### src/rtl/burst_write_arbiter_pkg.sv
// Shared constants and types for the burst write arbiter.
package burst_arb_pkg;

    localparam int unsigned BURST_LEN = 4;
    localparam int unsigned WORD_W    = 16;
    localparam int unsigned LINE_W    = WORD_W * BURST_LEN;
    localparam int unsigned CNT_W     = $clog2(BURST_LEN);

    typedef enum logic [1:0] {
        IDLE,
        BURST,
        DRAIN
    } state_t;

    // Index width that stays at least one bit for a single-entry vector.
    function automatic int unsigned idx_width(input int unsigned n);
        return (n > 1) ? $clog2(n) : 1;
    endfunction

endpackage

### src/rtl/burst_write_arbiter_if.sv
// Requester-side and downstream burst-port signals of the burst write arbiter.
interface burst_write_arbiter_if #(
    parameter int unsigned NUM_REQ    = 2,
    parameter int unsigned IN_ADDR_W  = 32,
    parameter int unsigned OUT_ADDR_W = 25,
    parameter int unsigned LINE_W     = 64,
    parameter int unsigned WORD_W     = 16
);
    import burst_arb_pkg::*;

    localparam int unsigned GRANT_W = idx_width(NUM_REQ);

    logic [NUM_REQ-1:0]           req_wr;
    logic [NUM_REQ*IN_ADDR_W-1:0] req_addr;
    logic [NUM_REQ*LINE_W-1:0]    req_din;
    logic [NUM_REQ-1:0]           req_wait_n;
    logic                         out_wr;
    logic [OUT_ADDR_W-1:0]        out_addr;
    logic [WORD_W-1:0]            out_din;
    logic                         out_wait_n;
    logic                         out_burst_done;
    logic [GRANT_W-1:0]           grant;
    logic                         busy;

    modport slave (
        input  req_wr, req_addr, req_din, out_wait_n, out_burst_done,
        output req_wait_n, out_wr, out_addr, out_din, grant, busy
    );

    modport master (
        output req_wr, req_addr, req_din, out_wait_n, out_burst_done,
        input  req_wait_n, out_wr, out_addr, out_din, grant, busy
    );

endinterface

### src/rtl/burst_write_arbiter_rr_arbiter.sv
// Combinational round-robin picker: first set request at or above ptr, wrapping.
module rr_arbiter #(
    parameter int unsigned NUM_REQ = 2,
    parameter int unsigned IDX_W   = 1
) (
    input  logic [NUM_REQ-1:0] req,
    input  logic [IDX_W-1:0]   ptr,
    output logic               valid,
    output logic [IDX_W-1:0]   index,
    output logic [NUM_REQ-1:0] onehot
);

    int unsigned k;

    always_comb begin
        valid  = 1'b0;
        index  = '0;
        onehot = '0;
        k      = 0;
        for (int unsigned i = 0; i < NUM_REQ; i++) begin
            k = (32'(ptr) + i) % NUM_REQ;
            if (!valid && req[k]) begin
                valid     = 1'b1;
                index     = IDX_W'(k);
                onehot[k] = 1'b1;
            end
        end
    end

endmodule

### src/rtl/burst_write_arbiter.sv
// Round-robin arbiter sharing one fixed-length burst write port among line writers.
module burst_write_arbiter #(
    parameter int unsigned NUM_REQ    = 2,
    parameter int unsigned IN_ADDR_W  = 32,
    parameter int unsigned OUT_ADDR_W = 25,
    parameter int unsigned LINE_W     = burst_arb_pkg::LINE_W,
    parameter int unsigned WORD_W     = burst_arb_pkg::WORD_W,
    parameter int unsigned BURST_LEN  = burst_arb_pkg::BURST_LEN
) (
    input logic                 clock,
    input logic                 reset,
    burst_write_arbiter_if.slave bus
);
    import burst_arb_pkg::*;

    localparam int unsigned GRANT_W  = idx_width(NUM_REQ);
    localparam int unsigned CNT_BITS = $clog2(BURST_LEN);
    localparam logic [CNT_BITS-1:0] LAST_BEAT = CNT_BITS'(BURST_LEN - 1);
    localparam logic [GRANT_W-1:0]  LAST_REQ  = GRANT_W'(NUM_REQ - 1);

    state_t                state;
    logic [CNT_BITS-1:0]   cnt;
    logic [GRANT_W-1:0]    ptr;
    logic [GRANT_W-1:0]    grant_r;
    logic [GRANT_W-1:0]    next_ptr;
    logic                  out_wr_r;
    logic                  busy_r;
    logic [OUT_ADDR_W-2:0] addr_reg;
    logic [LINE_W-1:0]     line_reg;

    logic                  pick_valid;
    logic [GRANT_W-1:0]    pick_idx;
    logic [NUM_REQ-1:0]    pick_onehot;
    logic                  accept;

    rr_arbiter #(
        .NUM_REQ (NUM_REQ),
        .IDX_W   (GRANT_W)
    ) u_rr (
        .req    (bus.req_wr),
        .ptr    (ptr),
        .valid  (pick_valid),
        .index  (pick_idx),
        .onehot (pick_onehot)
    );

    // Accept is gated by reset so a request seen during reset is never consumed.
    assign accept   = (state == IDLE) && pick_valid && !reset;
    assign next_ptr = (grant_r == LAST_REQ) ? '0 : grant_r + GRANT_W'(1);

    assign bus.req_wait_n = accept ? pick_onehot : '0;
    assign bus.out_wr     = out_wr_r;
    assign bus.busy       = busy_r;
    assign bus.grant      = grant_r;
    assign bus.out_addr   = {addr_reg, 1'b0};
    assign bus.out_din    = line_reg[int'(cnt)*WORD_W +: WORD_W];

    // Address bit 0 and bits above the downstream width are never stored.
    always_ff @(posedge clock) begin
        if (accept) begin
            addr_reg <= bus.req_addr[int'(pick_idx)*IN_ADDR_W + 1 +: OUT_ADDR_W - 1];
            line_reg <= bus.req_din[int'(pick_idx)*LINE_W +: LINE_W];
        end
    end

    always_ff @(posedge clock) begin
        if (reset) begin
            state    <= IDLE;
            cnt      <= '0;
            ptr      <= '0;
            grant_r  <= '0;
            out_wr_r <= 1'b0;
            busy_r   <= 1'b0;
        end else begin
            unique case (state)
                IDLE: begin
                    if (pick_valid) begin
                        grant_r  <= pick_idx;
                        cnt      <= '0;
                        out_wr_r <= 1'b1;
                        busy_r   <= 1'b1;
                        state    <= BURST;
                    end
                end
                BURST: begin
                    if (bus.out_wait_n) begin
                        cnt <= cnt + CNT_BITS'(1);
                        if (cnt == LAST_BEAT) begin
                            out_wr_r <= 1'b0;
                            if (bus.out_burst_done) begin
                                state  <= IDLE;
                                busy_r <= 1'b0;
                                ptr    <= next_ptr;
                            end else begin
                                state <= DRAIN;
                            end
                        end
                    end
                end
                DRAIN: begin
                    if (bus.out_burst_done) begin
                        state  <= IDLE;
                        busy_r <= 1'b0;
                        ptr    <= next_ptr;
                    end
                end
                default: state <= IDLE;
            endcase
        end
    end

endmodule

### src/flat_wrapper.sv
// flat-port wrapper written by rule: the top's interface ports become plain ports
module burst_write_arbiter_flat import burst_arb_pkg::*;
#(
    parameter int unsigned NUM_REQ    = 2,
    parameter int unsigned IN_ADDR_W  = 32,
    parameter int unsigned OUT_ADDR_W = 25,
    parameter int unsigned LINE_W     = burst_arb_pkg::LINE_W,
    parameter int unsigned WORD_W     = burst_arb_pkg::WORD_W,
    parameter int unsigned BURST_LEN  = burst_arb_pkg::BURST_LEN
)
  (clock, reset, bus_req_wr, bus_req_addr, bus_req_din, bus_out_wait_n, bus_out_burst_done, bus_req_wait_n, bus_out_wr, bus_out_addr, bus_out_din, bus_grant, bus_busy);
  burst_write_arbiter_if #(.NUM_REQ(NUM_REQ), .IN_ADDR_W(IN_ADDR_W), .OUT_ADDR_W(OUT_ADDR_W), .LINE_W(LINE_W), .WORD_W(WORD_W)) bus_i ();
  input logic clock;
  input logic reset;
  input wire logic [$bits(bus_i.req_wr)-1:0] bus_req_wr;
  input wire logic [$bits(bus_i.req_addr)-1:0] bus_req_addr;
  input wire logic [$bits(bus_i.req_din)-1:0] bus_req_din;
  input wire logic [$bits(bus_i.out_wait_n)-1:0] bus_out_wait_n;
  input wire logic [$bits(bus_i.out_burst_done)-1:0] bus_out_burst_done;
  output wire logic [$bits(bus_i.req_wait_n)-1:0] bus_req_wait_n;
  output wire logic [$bits(bus_i.out_wr)-1:0] bus_out_wr;
  output wire logic [$bits(bus_i.out_addr)-1:0] bus_out_addr;
  output wire logic [$bits(bus_i.out_din)-1:0] bus_out_din;
  output wire logic [$bits(bus_i.grant)-1:0] bus_grant;
  output wire logic [$bits(bus_i.busy)-1:0] bus_busy;
  assign bus_i.req_wr = bus_req_wr;
  assign bus_i.req_addr = bus_req_addr;
  assign bus_i.req_din = bus_req_din;
  assign bus_i.out_wait_n = bus_out_wait_n;
  assign bus_i.out_burst_done = bus_out_burst_done;
  assign bus_req_wait_n = bus_i.req_wait_n;
  assign bus_out_wr = bus_i.out_wr;
  assign bus_out_addr = bus_i.out_addr;
  assign bus_out_din = bus_i.out_din;
  assign bus_grant = bus_i.grant;
  assign bus_busy = bus_i.busy;
  burst_write_arbiter #(.NUM_REQ(NUM_REQ), .IN_ADDR_W(IN_ADDR_W), .OUT_ADDR_W(OUT_ADDR_W), .LINE_W(LINE_W), .WORD_W(WORD_W), .BURST_LEN(BURST_LEN)) u_core (.clock(clock), .reset(reset), .bus(bus_i));
endmodule
### config.mk
export PLATFORM = sky130hd
export DESIGN_NAME = burst_write_arbiter_flat
export DESIGN_NICKNAME = d
export VERILOG_FILES = /design/src/rtl/burst_write_arbiter_pkg.sv /design/src/rtl/burst_write_arbiter_if.sv /design/src/rtl/burst_write_arbiter_rr_arbiter.sv /design/src/rtl/burst_write_arbiter.sv /design/src/flat_wrapper.sv
export SDC_FILE = /design/constraint.sdc
export NUM_CORES = 1
export LEC_CHECK = 0
export ABC_CLOCK_PERIOD_IN_PS = 4500
export CAP_MARGIN = 20
export CORE_ASPECT_RATIO = 0.9
export CORE_MARGIN = 2
export CORE_UTILIZATION = 57
export DETAILED_ROUTE_END_ITERATION = 12
export DONT_BUFFER_PORTS = 1
export PLACE_DENSITY = 0.75
export SYNTH_ARGS = -nofsm -noshare
export SYNTH_HDL_FRONTEND = slang
export SYNTH_SLANG_ARGS = --single-unit
### constraint.sdc
create_clock -name clock -period 4.5 [get_ports clock]
set_input_delay 0.45 -clock clock [delete_from_list [all_inputs] [get_ports clock]]
set_output_delay 0.45 -clock clock [all_outputs]
set_load 0.01 [all_outputs]
==> out/metrics.cfg <==
[floorplan]
chipHeight_um=89.3
core-area_um2=7950
dieArea_um2=8830
io_pins=244
start_util=0.580
die_w_um=98.8
num_rows=31

[clock_tree]
clock_sinks=96
post_cts_buffers=0
cts_tree=done
cts.htree.levels=3
clk_latency_ps=350
root_buffer=clkbuf_8
cts_buffer_depth=2
cts_hold_buffers=0
cts_made_buffers=9
cts_resized=0
clk_pin_slew_worst_paths_ps=90

[layout]
final_layout_size_suffix_gt1_frac=0.430
stdcell_area_um2=4890
fin_util=0.615
largest_reg_flops=64
finalNetCount=471
areaGrowthSynthToFinish_pct=6.02
final_cell_mix=edfxtp_1 (88), mux2_2 (80), mux4_2 (16)
diodes=0
instances_no_fill=371
layout_commonest_cell=edfxtp_1

[yosys]
ys.flop_type=edfxtp_1
synth_compound_area_frac=0.0212
synth_cell_types=32
synthAdderAreaFrac=0.0163
synth_top_family_by_area=multiplexers
synth_warnings=0
netlist_instances=267
synthesis.area_um2=4610
synth.top_cell.area_share=0.573
synth_top_area_cell=edfxtp_1
synth_simple_gate_area_frac=0.0285
async_flop_share=0
synth_edf_count=88
synthTopCellsByArea=edfxtp_1 (57%), mux2_2 (20%), mux4_2 (7.8%), dfxtp_1 (3.5%), mux2_1 (2.0%)
synth_xor_area_frac=0
yosys-mux-area-fraction=0.295
synth.avg_cell_area_um2=17.3
syn_nets=471
synth-seq-cells=96
synth_seq_area_share=0.608

[critical_path]
crit_chain=buf_4 -> mux4_2
crit_path_start_kind=register
crit_arrival_ps=2040
worstSetupEndpointType=primary output
critPathTopFamily=flip-flops
path_buf_inv=1
r2r_cells=3
worstSetupPathType=register to primary output
worstPathRequired_ps=4050
worst_path_max_delay_cell=dfxtp_1
critPathMaxStageDelay_ps=750
crit_fanout=11
path_depth=2

[grt]
grt_pass1_wl_um=11000
grt_use_total=0.170
overflow=0
grt_max_degree=91
first_global_vias=2063
antenna_found_initial=1

[placed_design]
dp_hpwl_um=5620
dp.cells=354
gp_congestion=0.823
pre_cts_ws_ps=2310
io_buffer_count=0
postPlaceCellArea_um2=4640

[power]
p_leak_nw=1.63
p_switching_mw=0.603
ir_drop_uv=213
powerDensity_nw_per_um2=466
total_power_mw=2.28
combPwrFrac=0.194
internal_power_mw=1.68
p_clk_frac=0.267
switching_share=0.264
p_seq_frac=0.538

[timing]
tns_ps=0
clock_skew_ps=6.07
worst_slew_pin_slew_ps=1070
finalWorstSetupSlack_ps=2010
rsz0062_at_grt=false
finalCriticalPeriod_ps=2490
fin_crit_sh=0.553
fmax_mhz=402
hold_slack_ps=157
drv_slew=0
slew_headroom=0.289
finalSetupViolCount=0
hold_violations=0

[hold_path]
whs_path_depth=1
hold_class=primary input to register

[drt]
drtAntennaViolNets=0
via_per_inst=5.98
drc=0
vias=2218
post_drt_wl_per_cell_um=21.4
drt_iter0_drc=29
finalWirelength_um=7940
drt_first_pass_iters=4

[outcome]
status=completed

[flow_run]
cap_violations=0

## layout make-up
cell class | instances | area [µm²]
clock buffers | 10 | 128
clock inverters | 6 | 91.3
fillers | 581 | 3060
inverters | 5 | 18.8
multi-input cells | 151 | 1680
flip-flops and latches | 96 | 2800
well taps | 99 | 124
repair buffers | 4 | 50.0
## Yosys cell counts (2+ instances only)
cell / n
a21oi_1: 3
nand3_1: 2
edfxtp_1: 88
clkbuf_1: 2
buf_6: 6
nor2b_1: 3
a311oi_1: 2
mux4_2: 16
buf_2: 2
nor3_1: 4
mux2_1: 8
dfxtp_1: 8
inv_1: 5
mux2_2: 80
nor2_1: 10
buf_4: 5
o21ai_0: 2
nand2b_1: 2
ha_1: 6
## cell families (layout without fill, tap and decap cells)
logic type,Yosys count,count (layout)
mux,105,105
flops,96,96
simple gates,26,26
buf+inv,20,25
compound gates,13,13
fa+ha+maj,6,6
other cells,1,1
## routing by layer
layer | share of wire | vias to the layer above | GRT usage | wire length (µm)
li1 | - | 1048 | - | -
met1 | 0.39 | 1056 | 0.217 | 3090
met2 | 0.51 | 102 | 0.275 | 4080
met3 | 0.082 | 10 | 0.0625 | 654
met4 | 0.012 | 2 | 0.0560 | 95
met5 | 0.0016 | - | 0 | 13
## final timing paths
| kind | from | end | slack, ps |
|---|---|---|---|
| max | u_core.cnt[0] | bus_out_din[11] | 2010 |
| min | reset | u_core.bus.out_wr | 160 |
| max reg2reg | u_core.ptr | u_core.line_reg[61] | 2440 |
| min reg2reg | u_core.bus.out_wr | u_core.bus.out_wr | 560 |
## power groups by stage
stage | Clock (mW) | Sequential, mW | Combinational (mW)
2_1_floorplan | 0 | 1.23 | 0.386
3_3_place_gp | 0 | 1.25 | 0.432
3_5_place_dp | 0 | 1.25 | 0.437
4_1_cts | 0.622 | 1.23 | 0.440
5_1_grt | 0.658 | 1.24 | 0.487
6_report | 0.610 | 1.23 | 0.443
## worst register-to-register path: cells and delay by family (launching register included)
family	cells	cell delay [ps]
AO/OA/AOI/OAI	1	140
buffers and inverters	1	770
multiplexers	1	540
flip-flops	1	360
Power figures use the tool's default switching activity.
